$ cat config.mk
export PLATFORM = sky130hd
export DESIGN_NAME = tag_lookup_ctrl
export DESIGN_NICKNAME = d
export VERILOG_FILES = /design/src/rtl/tag_lookup_ctrl.sv
export SDC_FILE = /design/constraint.sdc
export NUM_CORES = 1
export LEC_CHECK = 0
export ABC_AREA = 1
export BUFFER_PORTS_ARGS = -buffer_cell sky130_fd_sc_hd__buf_2
export CORE_ASPECT_RATIO = 0.7
export CORE_MARGIN = 3
export CORE_UTILIZATION = 40
export DETAILED_ROUTE_END_ITERATION = 16
export PLACE_DENSITY = 0.66
export SLEW_MARGIN = 10
export SYNTH_ARGS = -nofsm -noshare
export SYNTH_HDL_FRONTEND = slang
export SYNTH_SLANG_ARGS = --single-unit
$ cat constraint.sdc
create_clock -name clock -period 3.75 [get_ports clock]
set_input_delay 0.375 -clock clock [delete_from_list [all_inputs] [get_ports clock]]
set_output_delay 0.375 -clock clock [all_outputs]
set_load 0.01 [all_outputs]
$ cat src/rtl/tag_lookup_ctrl.sv
// Direct-mapped cache tag lookup controller: clears the tag RAM after reset,
// serves one lookup at a time and refills the indexed entry on a miss.
module tag_lookup_ctrl #(
  parameter int AWIDTH = 3,
  parameter int TWIDTH = 6,
  parameter int DWIDTH = 7
) (
  input  logic                     clock,
  input  logic                     reset_n,
  input  logic                     req_valid,
  output logic                     req_ready,
  input  logic [AWIDTH+TWIDTH-1:0] req_addr,
  output logic                     resp_valid,
  output logic                     resp_hit,
  output logic [AWIDTH-1:0]        resp_index,
  output logic                     refill_req,
  output logic [AWIDTH+TWIDTH-1:0] refill_addr,
  input  logic                     refill_ack,
  output logic [15:0]              hit_count,
  output logic [AWIDTH-1:0]        ram_addr,
  output logic [DWIDTH-1:0]        ram_din,
  output logic                     ram_we,
  input  logic [DWIDTH-1:0]        ram_dout,
  output logic [2:0]               dbg_state
);

  // Handshake: a request transfers on a rising edge where req_valid and
  // req_ready are both high; req_ready is high only in IDLE. resp_valid is a
  // single-cycle pulse with no backpressure. refill_req is held until
  // refill_ack is sampled high.

  localparam logic [2:0] INIT   = 3'd0;
  localparam logic [2:0] IDLE   = 3'd1;
  localparam logic [2:0] LOOKUP = 3'd2;
  localparam logic [2:0] REFILL = 3'd3;
  localparam logic [2:0] WRITE  = 3'd4;
  localparam logic [2:0] RESP   = 3'd5;

  localparam logic [AWIDTH-1:0] LAST_INDEX = AWIDTH'((1 << AWIDTH) - 1);

  logic [2:0]               state;
  logic [2:0]               state_nxt;
  logic [AWIDTH-1:0]        cnt;
  logic [AWIDTH+TWIDTH-1:0] lat_addr;
  logic                     hit_q;
  logic                     lookup_hit;
  logic [AWIDTH-1:0]        lat_index;
  logic [TWIDTH-1:0]        lat_tag;

  assign lat_index  = lat_addr[AWIDTH-1:0];
  assign lat_tag    = lat_addr[AWIDTH+TWIDTH-1:AWIDTH];
  // ram_dout holds the entry addressed on the accept edge while in LOOKUP.
  assign lookup_hit = ram_dout[DWIDTH-1] & (ram_dout[TWIDTH-1:0] == lat_tag);

  always_comb begin
    state_nxt = state;
    case (state)
      INIT:    if (cnt == LAST_INDEX) state_nxt = IDLE;
      IDLE:    if (req_valid) state_nxt = LOOKUP;
      LOOKUP:  state_nxt = lookup_hit ? RESP : REFILL;
      REFILL:  if (refill_ack) state_nxt = WRITE;
      WRITE:   state_nxt = RESP;
      RESP:    state_nxt = IDLE;
      default: state_nxt = INIT;
    endcase
  end

  always_ff @(posedge clock) begin
    if (!reset_n) begin
      state     <= INIT;
      cnt       <= '0;
      lat_addr  <= '0;
      hit_q     <= 1'b0;
      hit_count <= '0;
    end else begin
      state <= state_nxt;
      case (state)
        INIT: cnt <= cnt + 1'b1;
        IDLE: if (req_valid) lat_addr <= req_addr;
        LOOKUP: begin
          hit_q <= lookup_hit;
          // Counted on entry to RESP so the count is current during the pulse.
          if (lookup_hit && (hit_count != 16'hFFFF)) hit_count <= hit_count + 16'd1;
        end
        WRITE: hit_q <= 1'b0;
        default: ;
      endcase
    end
  end

  always_comb begin
    ram_addr = lat_index;
    ram_din  = '0;
    ram_we   = 1'b0;
    case (state)
      INIT: begin
        ram_addr = cnt;
        ram_we   = 1'b1;
      end
      IDLE: ram_addr = req_addr[AWIDTH-1:0];
      WRITE: begin
        ram_din = {1'b1, lat_tag};
        ram_we  = 1'b1;
      end
      default: ;
    endcase
  end

  assign req_ready   = (state == IDLE);
  assign resp_valid  = (state == RESP);
  assign resp_hit    = hit_q;
  assign resp_index  = lat_index;
  assign refill_req  = (state == REFILL);
  assign refill_addr = lat_addr;
  assign dbg_state   = state;

endmodule

==> impl_metrics.py, run 1 <==
metrics = {
    "min_path": {
        "hp-class": "input pin to flip-flop",
        "hold_start": "req_addr[1]",
        "hold_path_end": "refill_addr[1]$_SDFFE_PN0P_",
        "worstHoldPathCells": 3,
    },
    "flow_run": {
        "maxCapViolCount": 0,
    },
    "cts": {
        "ctsResizeCount": 0,
        "clkTransAtPathRegs_ns": 0.07,
        "cts_tree": "built",
        "numCtsBuffers": 5,
        "cts_setup_buffers": 0,
        "ctsHtreeMaxLevel": 2,
        "insertion_delay_ns": 0.28,
        "cts_buffer_depth": 2,
        "root_buffer": "clkbuf_8",
        "cts-hold-fix-buffers": 0,
        "cts.sink_count": 32,
    },
    "cells_and_area": {
        "final_common_cell": "nand2_1",
        "synthToLayoutAreaGrowth_pct": 23.02,
        "n_fill_cell": 455,
        "multi_input_area_mm2": 0.001120,
        "seq_area_um2": 640.6,
        "finish.net_count": 382,
        "final_cell_mix": "88 x nand2_1, 65 x buf_2, 32 x dfxtp_1, 31 x inv_1, 29 x nor2_1",
        "stdcell_count": 415,
        "layout-drive-gt1-share_pct": 27.22,
        "n_antenna_cell": 0,
    },
    "worst_setup_path": {
        "r2r_start": "hit_count[0]$_SDFFE_PN0P_",
        "r2r_setup_slack_ns": 1.72,
        "start_kind": "flip-flop",
        "reg2reg_to": "hit_count[8]$_SDFFE_PN0P_",
        "rr_worst_depth": 7,
        "cp-end-kind": "output pin",
        "cp.arrival_ns": 1.77,
        "path_class": "flip-flop to output pin",
        "crit_required_ns": 3.38,
        "path_max_fanout": 9,
    },
    "sta": {
        "report.final.setup_viol": 0,
        "max_freq_ghz": 0.4659,
        "holdWs_ns": 0.3551,
        "slew_violations": 0,
        "period_share_pct": 57.24,
        "rsz0062_at_grt": "false",
        "hold_viol": 0,
        "tightest_slew_ns": 0.9372,
        "period_minus_slack_ns": 2.147,
        "fin_skew_ns": 0.007022,
        "relSlewSlack_pct": 37.45,
        "fin_setup_tns_ns": 0,
        "fin_ws_ns": 1.603,
    },
    "global_routing": {
        "gr-total-overflow": 0,
        "grt_max_degree": 24,
        "grt_pass1_wl_um": 8355,
        "grt_usage_pct": 18.39,
        "grt_pass1_vias": 1823,
        "antenna_found_initial": 0,
    },
    "drt": {
        "wire_per_inst_um": 12.16,
        "antenna_left": 0,
        "routed_wl_um": 5048,
        "drc": 0,
        "first_pass_iters": 4,
        "drt-vias-per-instance": 4.952,
        "vias": 2055,
        "drt_iter0_drc": 147,
    },
    "floorplan": {
        "coreArea_mm2": 0.004504,
        "fp.dieH_um": 64.35,
        "start_util_pct": 43.19,
        "design.die.area_mm2": 0.005750,
        "die_x_um": 89.36,
        "num_rows": 20,
        "io_pins": 66,
    },
    "place": {
        "pre_cts_ws_ns": 1.765,
        "dpl.hpwl_um": 3825,
        "io_buffers": 65,
        "dp_cells": 407,
        "globalplace.congestion": 0.8309,
    },
    "yosys": {
        "synth_cell_types": 29,
        "syn_area_mm2": 0.001946,
        "synth-warning-count": 0,
        "synth_fp_nets": 318,
        "syn_inst": 295,
        "yosysSeqAreaShare_pct": 32.93,
        "synth_area_per_cell_um2": 6.595,
        "ys_ff_latch": 32,
    },
    "power_and_ir_drop": {
        "power_density_mw_per_mm2": 302.5,
        "ir_worst_vdd_v": 0.0001989,
        "p_leak_nw": 1.119,
    },
    "run_status": {
        "status": "completed",
    },
}
-- state kept, by name, summed over array words and instances (netlist names) --
register and cells:
resp_hit 1, cnt 3, refill_addr 9, dbg_state 3, hit_count 16
-- critical path, cell delays in order (launching register included) --
cell	delay (ns)
dfxtp_1	0.36
inv_1	0.10
nand2_1	0.09
nor2_1	0.38
inv_1	0.14
nand2_1	0.08
inv_1	0.06
nand2_1	0.06
nand3_1	0.07
buf_2	0.14
-- power by group --
| group | internal, W | switching, W |
|---|---|---|
| clock network | 0.000197 | 0.000127 |
| registers | 0.000344 | 0.00000364 |
| logic | 0.0000212 | 0.0000305 |
| total | 0.000563 | 0.000161 |
-- metal layers --
layer  global-route usage, %  share of wire, %  up-vias
met5                       0                 0        -
met4                   6.320               1.2        0
met1                   26.40                51      921
met3                   3.866               4.6        6
li1                        -                 -     1074
met2                   26.93                43       54
-- final cells by class --
type / instances / area share (%)
clock buffers: 6 / 3.032
clock inverters: 2 / 1.464
inverters: 35 / 5.489
multi-input cells: 220 / 46.78
flip-flops and latches: 32 / 26.76
well taps: 55 / 2.875
repair buffers: 65 / 13.59
-- cell usage after synthesis, drive strengths merged --
library cell	instances	area (um^2)
nand2	91	349.1
inv	35	131.4
nor2	34	150.1
dfxtp	32	640.6
a21oi	30	187.7
nand3	24	130.1
o21ai	12	60.05
nand4	9	71.32
xnor2	6	52.55
buf	5	42.53
nand3b	4	30.03
clkbuf	3	11.26
ha	3	37.54
and2	2	12.51
nor3	2	15.01
a21boi	1	7.510
o21bai	1	7.510
xor2	1	8.760
-- worst max path at each step --
| stage | startpoint | endpoint | slack (ns) | cells after the start |
|---|---|---|---|---|
| 5_1_grt | dbg_state[1]$_SDFFE_PN0P_ | ram_addr[2] | 1.43 | 9 |
| 3_5_place_dp | hit_count[0]$_SDFFE_PN0P_ | hit_count[15]$_SDFFE_PN0P_ | 1.76 | 7 |
| 4_1_cts | dbg_state[1]$_SDFFE_PN0P_ | ram_addr[1] | 1.62 | 9 |
| 2_1_floorplan | hit_count[0]$_SDFFE_PN0P_ | hit_count[8]$_SDFFE_PN0P_ | 2.10 | 7 |
| 3_3_place_gp | hit_count[0]$_SDFFE_PN0P_ | hit_count[1]$_SDFFE_PN0P_ | 1.78 | 7 |
| 6_report | dbg_state[1]$_SDFFE_PN0P_ | ram_addr[1] | 1.60 | 9 |
-- per-stage QoR --
step | power, W | instance area, um^2 | util (%)
floorplan | 0.0003853 | 1946 | -
global placement | 0.0004071 | 2286 | 50.75
detailed placement | 0.0004077 | 2286 | 50.75
CTS | 0.0007328 | 2394 | 53.14
global route | 0.0007579 | 2394 | 53.14
finish | 0.0007241 | 2394 | 53.14
-- kinds of logic after synthesis --
| group | after synthesis | share of synthesized area [%] |
|---|---|---|
| simple gates | 166 | 38.97 |
| xor+xnor | 7 | 3.151 |
| buf+inv | 43 | 9.517 |
| fa+ha+maj | 3 | 1.929 |
| flops | 32 | 32.93 |
| compound gates | 44 | 13.50 |
(Power assumes the default switching activity.)
==> inputs of run 2 (changes only) <==
Clock period 3.75 ns to 2.14 ns, I/O delays scaled along.
==> impl_metrics.py, run 2 (same netlist as run 1, synthesis figures left out) <==
metrics = {
    "global_routing": {
        "grt_usage_pct": 19.26,
        "grt_pass1_wl_um": 8783,
        "grt_max_degree": 24,
        "grt_pass1_vias": 1918,
        "antenna_found_initial": 0,
        "gr-total-overflow": 0,
    },
    "drt": {
        "vias": 2036,
        "drc": 0,
        "drt-vias-per-instance": 4.848,
        "routed_wl_um": 5136,
        "antenna_left": 0,
        "first_pass_iters": 4,
        "wire_per_inst_um": 12.23,
        "drt_iter0_drc": 115,
    },
    "cells_and_area": {
        "largest_reg_flops": 16,
        "synthToLayoutAreaGrowth_pct": 25.14,
        "n_antenna_cell": 0,
        "n_fill_cell": 459,
        "layout-drive-gt1-share_pct": 28.49,
        "final_cell_mix": "88 x nand2_1, 65 x buf_2, 32 x dfxtp_1, 31 x inv_1, 29 x nor2_1",
        "final_common_cell": "nand2_1",
        "finish.net_count": 387,
        "regMostFlops": "hit_count",
        "final_cell_area_mm2": 0.002435,
        "utilization_pct": 54.06,
    },
    "worst_setup_path": {
        "cp_top_family": "simple AND/OR/NAND/NOR gates",
        "crit_path_frequent_cell": "nand3_2",
        "cp_slowest_stage_delay_ns": 0.45,
        "path_class": "flip-flop to flip-flop",
        "crit_required_ns": 2.36,
        "start_kind": "flip-flop",
        "path_cells": "ha_1, nand3_2, nor2_4, nand4_4, nand3_2, nand2_1, a21oi_1",
        "path_max_fanout": 16,
        "worst_path_max_delay_cell": "dfxtp_1",
        "critPathBufInv": 0,
        "cp-end-kind": "flip-flop",
        "cp.arrival_ns": 2.06,
    },
    "min_path": {
        "hp-class": "input pin to flip-flop",
    },
    "flow_run": {
        "maxCapViolCount": 0,
    },
    "cts": {
        "ctsHtreeMaxLevel": 2,
        "cts-hold-fix-buffers": 0,
        "cts_buffer_depth": 2,
        "cts_tree": "built",
        "cts.sink_count": 32,
        "insertion_delay_ns": 0.28,
        "clkTransAtPathRegs_ns": 0.07,
        "cts_setup_buffers": 0,
        "ctsResizeCount": 0,
        "numCtsBuffers": 5,
        "root_buffer": "clkbuf_8",
    },
    "sta": {
        "max_freq_ghz": 0.5428,
        "tightest_slew_ns": 0.3961,
        "fin_skew_ns": 0.006147,
        "report.final.setup_viol": 0,
        "period_minus_slack_ns": 1.842,
        "period_share_pct": 86.09,
        "rsz0062_at_grt": "false",
        "fin_setup_tns_ns": 0,
        "slew_violations": 0,
        "relSlewSlack_pct": 73.56,
        "hold_viol": 0,
    },
    "floorplan": {
        "coreArea_mm2": 0.004504,
        "fp.dieH_um": 64.35,
        "design.die.area_mm2": 0.005750,
        "io_pins": 66,
        "start_util_pct": 43.19,
        "die_x_um": 89.36,
        "num_rows": 20,
    },
    "place": {
        "dpl.hpwl_um": 3956,
        "dpl_cell_area_mm2": 0.002323,
        "io_buffers": 65,
        "globalplace.congestion": 0.8309,
    },
    "power_and_ir_drop": {
        "ir_worst_vdd_v": 0.0002441,
        "power_density_mw_per_mm2": 525.7,
        "p_leak_nw": 1.142,
    },
    "run_status": {
        "status": "completed",
    },
}
run 2: power by group:
group	switching, W	internal [W]
clock	0.000234	0.000344
combinational	0.0000534	0.0000388
sequential	0.00000650	0.000603
run 2: metal layers:
layer	part of all wire (%)	track usage [%]	vias up
met3	7.7	5.155	4
met1	49	27.55	893
met2	43	28.13	57
met5	0	0	-
li1	-	-	1082
met4	0.70	5.390	0
run 2: final cells by class:
type	instances	area, um^2	area share [%]
multi-input cells	220	1120	45.99
inverters	35	131.4	5.396
clock inverters	3	42.54	1.747
flip-flops and latches	32	640.6	26.31
repair buffers	70	362.8	14.90
clock buffers	5	68.82	2.826
well taps	55	68.82	2.826
run 2: per-stage QoR:
stage	setup WS (ns)	total power, W	cells	hold slack [ns]
floorplan	0.4922	0.0006751	295	0.3497
global placement	0.3556	0.0007158	412	0.4681
detailed placement	0.3433	0.0007162	412	0.4812
CTS	0.3154	0.001299	420	0.1778
global route	0.08342	0.001340	420	0.1823
finish	0.2978	0.001280	420	0.1900
run 2: worst register-to-register path: cells and delay by family (launching register included):
| family | cells | cell delay (ns) |
|---|---|---|
| simple gates | 5 | 0.87 |
| flops | 1 | 0.45 |
| fa+ha+maj | 1 | 0.30 |
| compound gates | 1 | 0.15 |
run 2: worst paths after layout:
kind	cells after the start	to	startpoint	slack, ns
max reg2reg	7	hit_count[9]$_SDFFE_PN0P_	hit_count[0]$_SDFFE_PN0P_	0.30
min	3	refill_addr[2]$_SDFFE_PN0P_	req_addr[2]	0.19
min reg2reg	2	refill_addr[8]$_SDFFE_PN0P_	refill_addr[8]$_SDFFE_PN0P_	0.49
max	7	hit_count[9]$_SDFFE_PN0P_	hit_count[0]$_SDFFE_PN0P_	0.30
==> inputs of run 3 (changes only) <==
Settings changed: ABC_AREA 1 to not set, PLACE_DENSITY 0.66 to 0.67.
==> impl_metrics.py, run 3 <==
metrics = {
    "cts": {
        "root_buffer": "clkbuf_8",
        "cts.sink_count": 32,
        "ctsResizeCount": 0,
        "cts-hold-fix-buffers": 0,
        "insertion_delay_ns": 0.29,
        "clkTransAtPathRegs_ns": 0.07,
        "ctsHtreeMaxLevel": 2,
        "cts_tree": "built",
        "cts_setup_buffers": 0,
        "numCtsBuffers": 5,
        "cts_buffer_depth": 2,
    },
    "power_and_ir_drop": {
        "p_leak_nw": 1.019,
        "power_density_mw_per_mm2": 571.0,
        "ir_worst_vdd_v": 0.0003389,
        "power_w": 0.001272,
    },
    "yosys": {
        "synth_area_per_cell_um2": 7.951,
        "synth_top_area_cell": "dfxtp_1",
        "yosysTopAreaCellShare_pct": 36.62,
        "synth_common_cells": "40 x nand2_1, 32 x dfxtp_1, 23 x a21oi_1",
        "synth_fp_nets": 243,
        "synth_edf_count": 0,
        "synth-warning-count": 0,
        "yosysSeqAreaShare_pct": 36.62,
        "syn_area_mm2": 0.001749,
        "synth_cell_types": 41,
        "synthFlopType": "dfxtp_1",
        "asyncSetResetFlopFracSynth_pct": 0,
        "syn_inst": 220,
        "ys_ff_latch": 32,
        "synth_area_leaders": "dfxtp_1 37%, nand2_1 8.6%, a21oi_1 6.6%",
        "yosysMostFrequentCell": "nand2_1",
    },
    "run_status": {
        "status": "completed",
    },
    "min_path": {
        "worstHoldPathCells": 3,
        "hp-class": "input pin to flip-flop",
        "hold_path_end": "refill_addr[4]$_SDFFE_PN0P_",
        "hold_start": "req_addr[4]",
    },
    "sta": {
        "report.final.setup_viol": 0,
        "slew_violations": 0,
        "period_share_pct": 91.33,
        "fin_setup_tns_ns": 0,
        "relSlewSlack_pct": 60.23,
        "hold_viol": 0,
        "tightest_slew_ns": 0.5920,
        "max_freq_ghz": 0.5117,
        "period_minus_slack_ns": 1.954,
        "rsz0062_at_grt": "false",
        "fin_skew_ns": 0.004707,
    },
    "cells_and_area": {
        "largest_reg_flops": 16,
        "synthToLayoutAreaGrowth_pct": 27.40,
        "layout-drive-gt1-share_pct": 30.77,
        "regMostFlops": "hit_count",
        "finish.net_count": 308,
        "final_common_cell": "buf_2",
        "n_antenna_cell": 0,
        "n_fill_cell": 412,
        "final_cell_mix": "65 x buf_2, 40 x nand2_1, 32 x dfxtp_1, 23 x a21oi_1, 12 x nor2_1",
    },
    "drt": {
        "antenna_left": 0,
        "drt-vias-per-instance": 5.296,
        "drt_iter0_drc": 68,
        "routed_wl_um": 4664,
        "vias": 1790,
        "wire_per_inst_um": 13.80,
        "drc": 0,
        "first_pass_iters": 4,
    },
    "worst_setup_path": {
        "path_max_fanout": 9,
        "rr_worst_depth": 6,
        "start_kind": "flip-flop",
        "crit_required_ns": 2.36,
        "cp-end-kind": "flip-flop",
        "cp.arrival_ns": 2.18,
        "worst_path_max_delay_cell": "or4_1",
        "path_class": "flip-flop to flip-flop",
        "r2r_setup_slack_ns": 0.19,
        "reg2reg_to": "hit_count[10]$_SDFFE_PN0P_",
        "r2r_start": "refill_addr[6]$_SDFFE_PN0P_",
        "cp_slowest_stage_delay_ns": 0.47,
        "path_cells": "xnor2_1, and4_1, nand3_1, buf_4, or4_1, a21oi_1",
    },
    "floorplan": {
        "coreArea_mm2": 0.004065,
        "design.die.area_mm2": 0.005215,
        "start_util_pct": 43.03,
        "fp.dieH_um": 61.33,
        "io_pins": 66,
        "num_rows": 19,
        "die_x_um": 85.04,
    },
    "flow_run": {
        "maxCapViolCount": 0,
    },
    "global_routing": {
        "grt_max_degree": 21,
        "antenna_found_initial": 0,
        "grt_usage_pct": 17.67,
        "grt_pass1_vias": 1458,
        "grt_pass1_wl_um": 7127,
        "gr-total-overflow": 0,
    },
    "place": {
        "io_buffers": 65,
        "dpl.hpwl_um": 3503,
        "globalplace.congestion": 0.7958,
    },
}
## run 3: layout make-up
type / instances / area [um^2] / share of cell area (%)
flip-flops and latches: 32 / 640.6 / 28.75
repair buffers: 72 / 377.9 / 16.96
multi-input cells: 172 / 1026 / 46.04
clock inverters: 3 / 42.54 / 1.909
well taps: 52 / 65.06 / 2.920
inverters: 2 / 7.507 / 0.3369
clock buffers: 5 / 68.82 / 3.088
## run 3: worst max-delay path by stage
stage	startpoint	endpoint	slack, ns
finish	refill_addr[6]$_SDFFE_PN0P_	hit_count[10]$_SDFFE_PN0P_	0.19
global route	refill_addr[6]$_SDFFE_PN0P_	hit_count[12]$_SDFFE_PN0P_	0.08
CTS	refill_addr[6]$_SDFFE_PN0P_	hit_count[10]$_SDFFE_PN0P_	0.20
detailed placement	refill_addr[6]$_SDFFE_PN0P_	hit_count[12]$_SDFFE_PN0P_	0.22
global placement	refill_addr[6]$_SDFFE_PN0P_	hit_count[12]$_SDFFE_PN0P_	0.25
floorplan	hit_count[3]$_SDFFE_PN0P_	hit_count[3]$_SDFFE_PN0P_	0.40
## run 3: power breakdown
part           internal (W)  leakage (nW)  switching, W
Clock              0.000344        0.0541      0.000242
Sequential         0.000601         0.258    0.00000598
Combinational     0.0000359         0.706     0.0000429
Total              0.000982          1.02      0.000291
## run 3: critical path: cells and delay by family (launching register included)
| family | cells | cell delay (ns) |
|---|---|---|
| DFF | 1 | 0.36 |
| and+or+nand+nor | 3 | 0.94 |
| buffers and inverters | 1 | 0.23 |
| xor gates and xnor gates | 1 | 0.22 |
| AOI/OAI and AO/OA | 1 | 0.14 |
## run 3: logic make-up after synthesis
| family | Yosys count | synth area share (%) |
|---|---|---|
| XOR/XNOR | 8 | 4.005 |
| adder cells (fa/ha/maj) | 3 | 2.146 |
| multiplexers | 8 | 4.578 |
| buffers and inverters | 16 | 4.720 |
| AO/OA/AOI/OAI | 45 | 14.52 |
| AND/OR/NAND/NOR | 108 | 33.40 |
| flip-flops | 32 | 36.62 |
## run 3: per-layer routing
| metal | GRT usage (%) | wire length (um) | vias to the layer above |
|---|---|---|---|
| li1 | - | - | 916 |
| met1 | 26.10 | 2415 | 819 |
| met2 | 24.34 | 1897 | 50 |
| met3 | 5.481 | 310 | 5 |
| met4 | 5.643 | 41 | 0 |
| met5 | 0 | 0 | - |
## run 3: stage by stage
| stage | std cells | setup slack (ns) | utilization [%] | hold slack, ns | area, um^2 |
|---|---|---|---|---|---|
| CTS | 338 | 0.1989 | 54.82 | 0.1551 | 2228 |
| detailed placement | 330 | 0.2173 | 52.08 | 0.4606 | 2117 |
| floorplan | 220 | 0.4031 | - | 0.3500 | 1749 |
| global placement | 330 | 0.2547 | 52.08 | 0.4575 | 2117 |
| global route | 338 | 0.07595 | 54.82 | 0.1658 | 2228 |
| finish | 338 | 0.1856 | 54.82 | 0.1595 | 2228 |
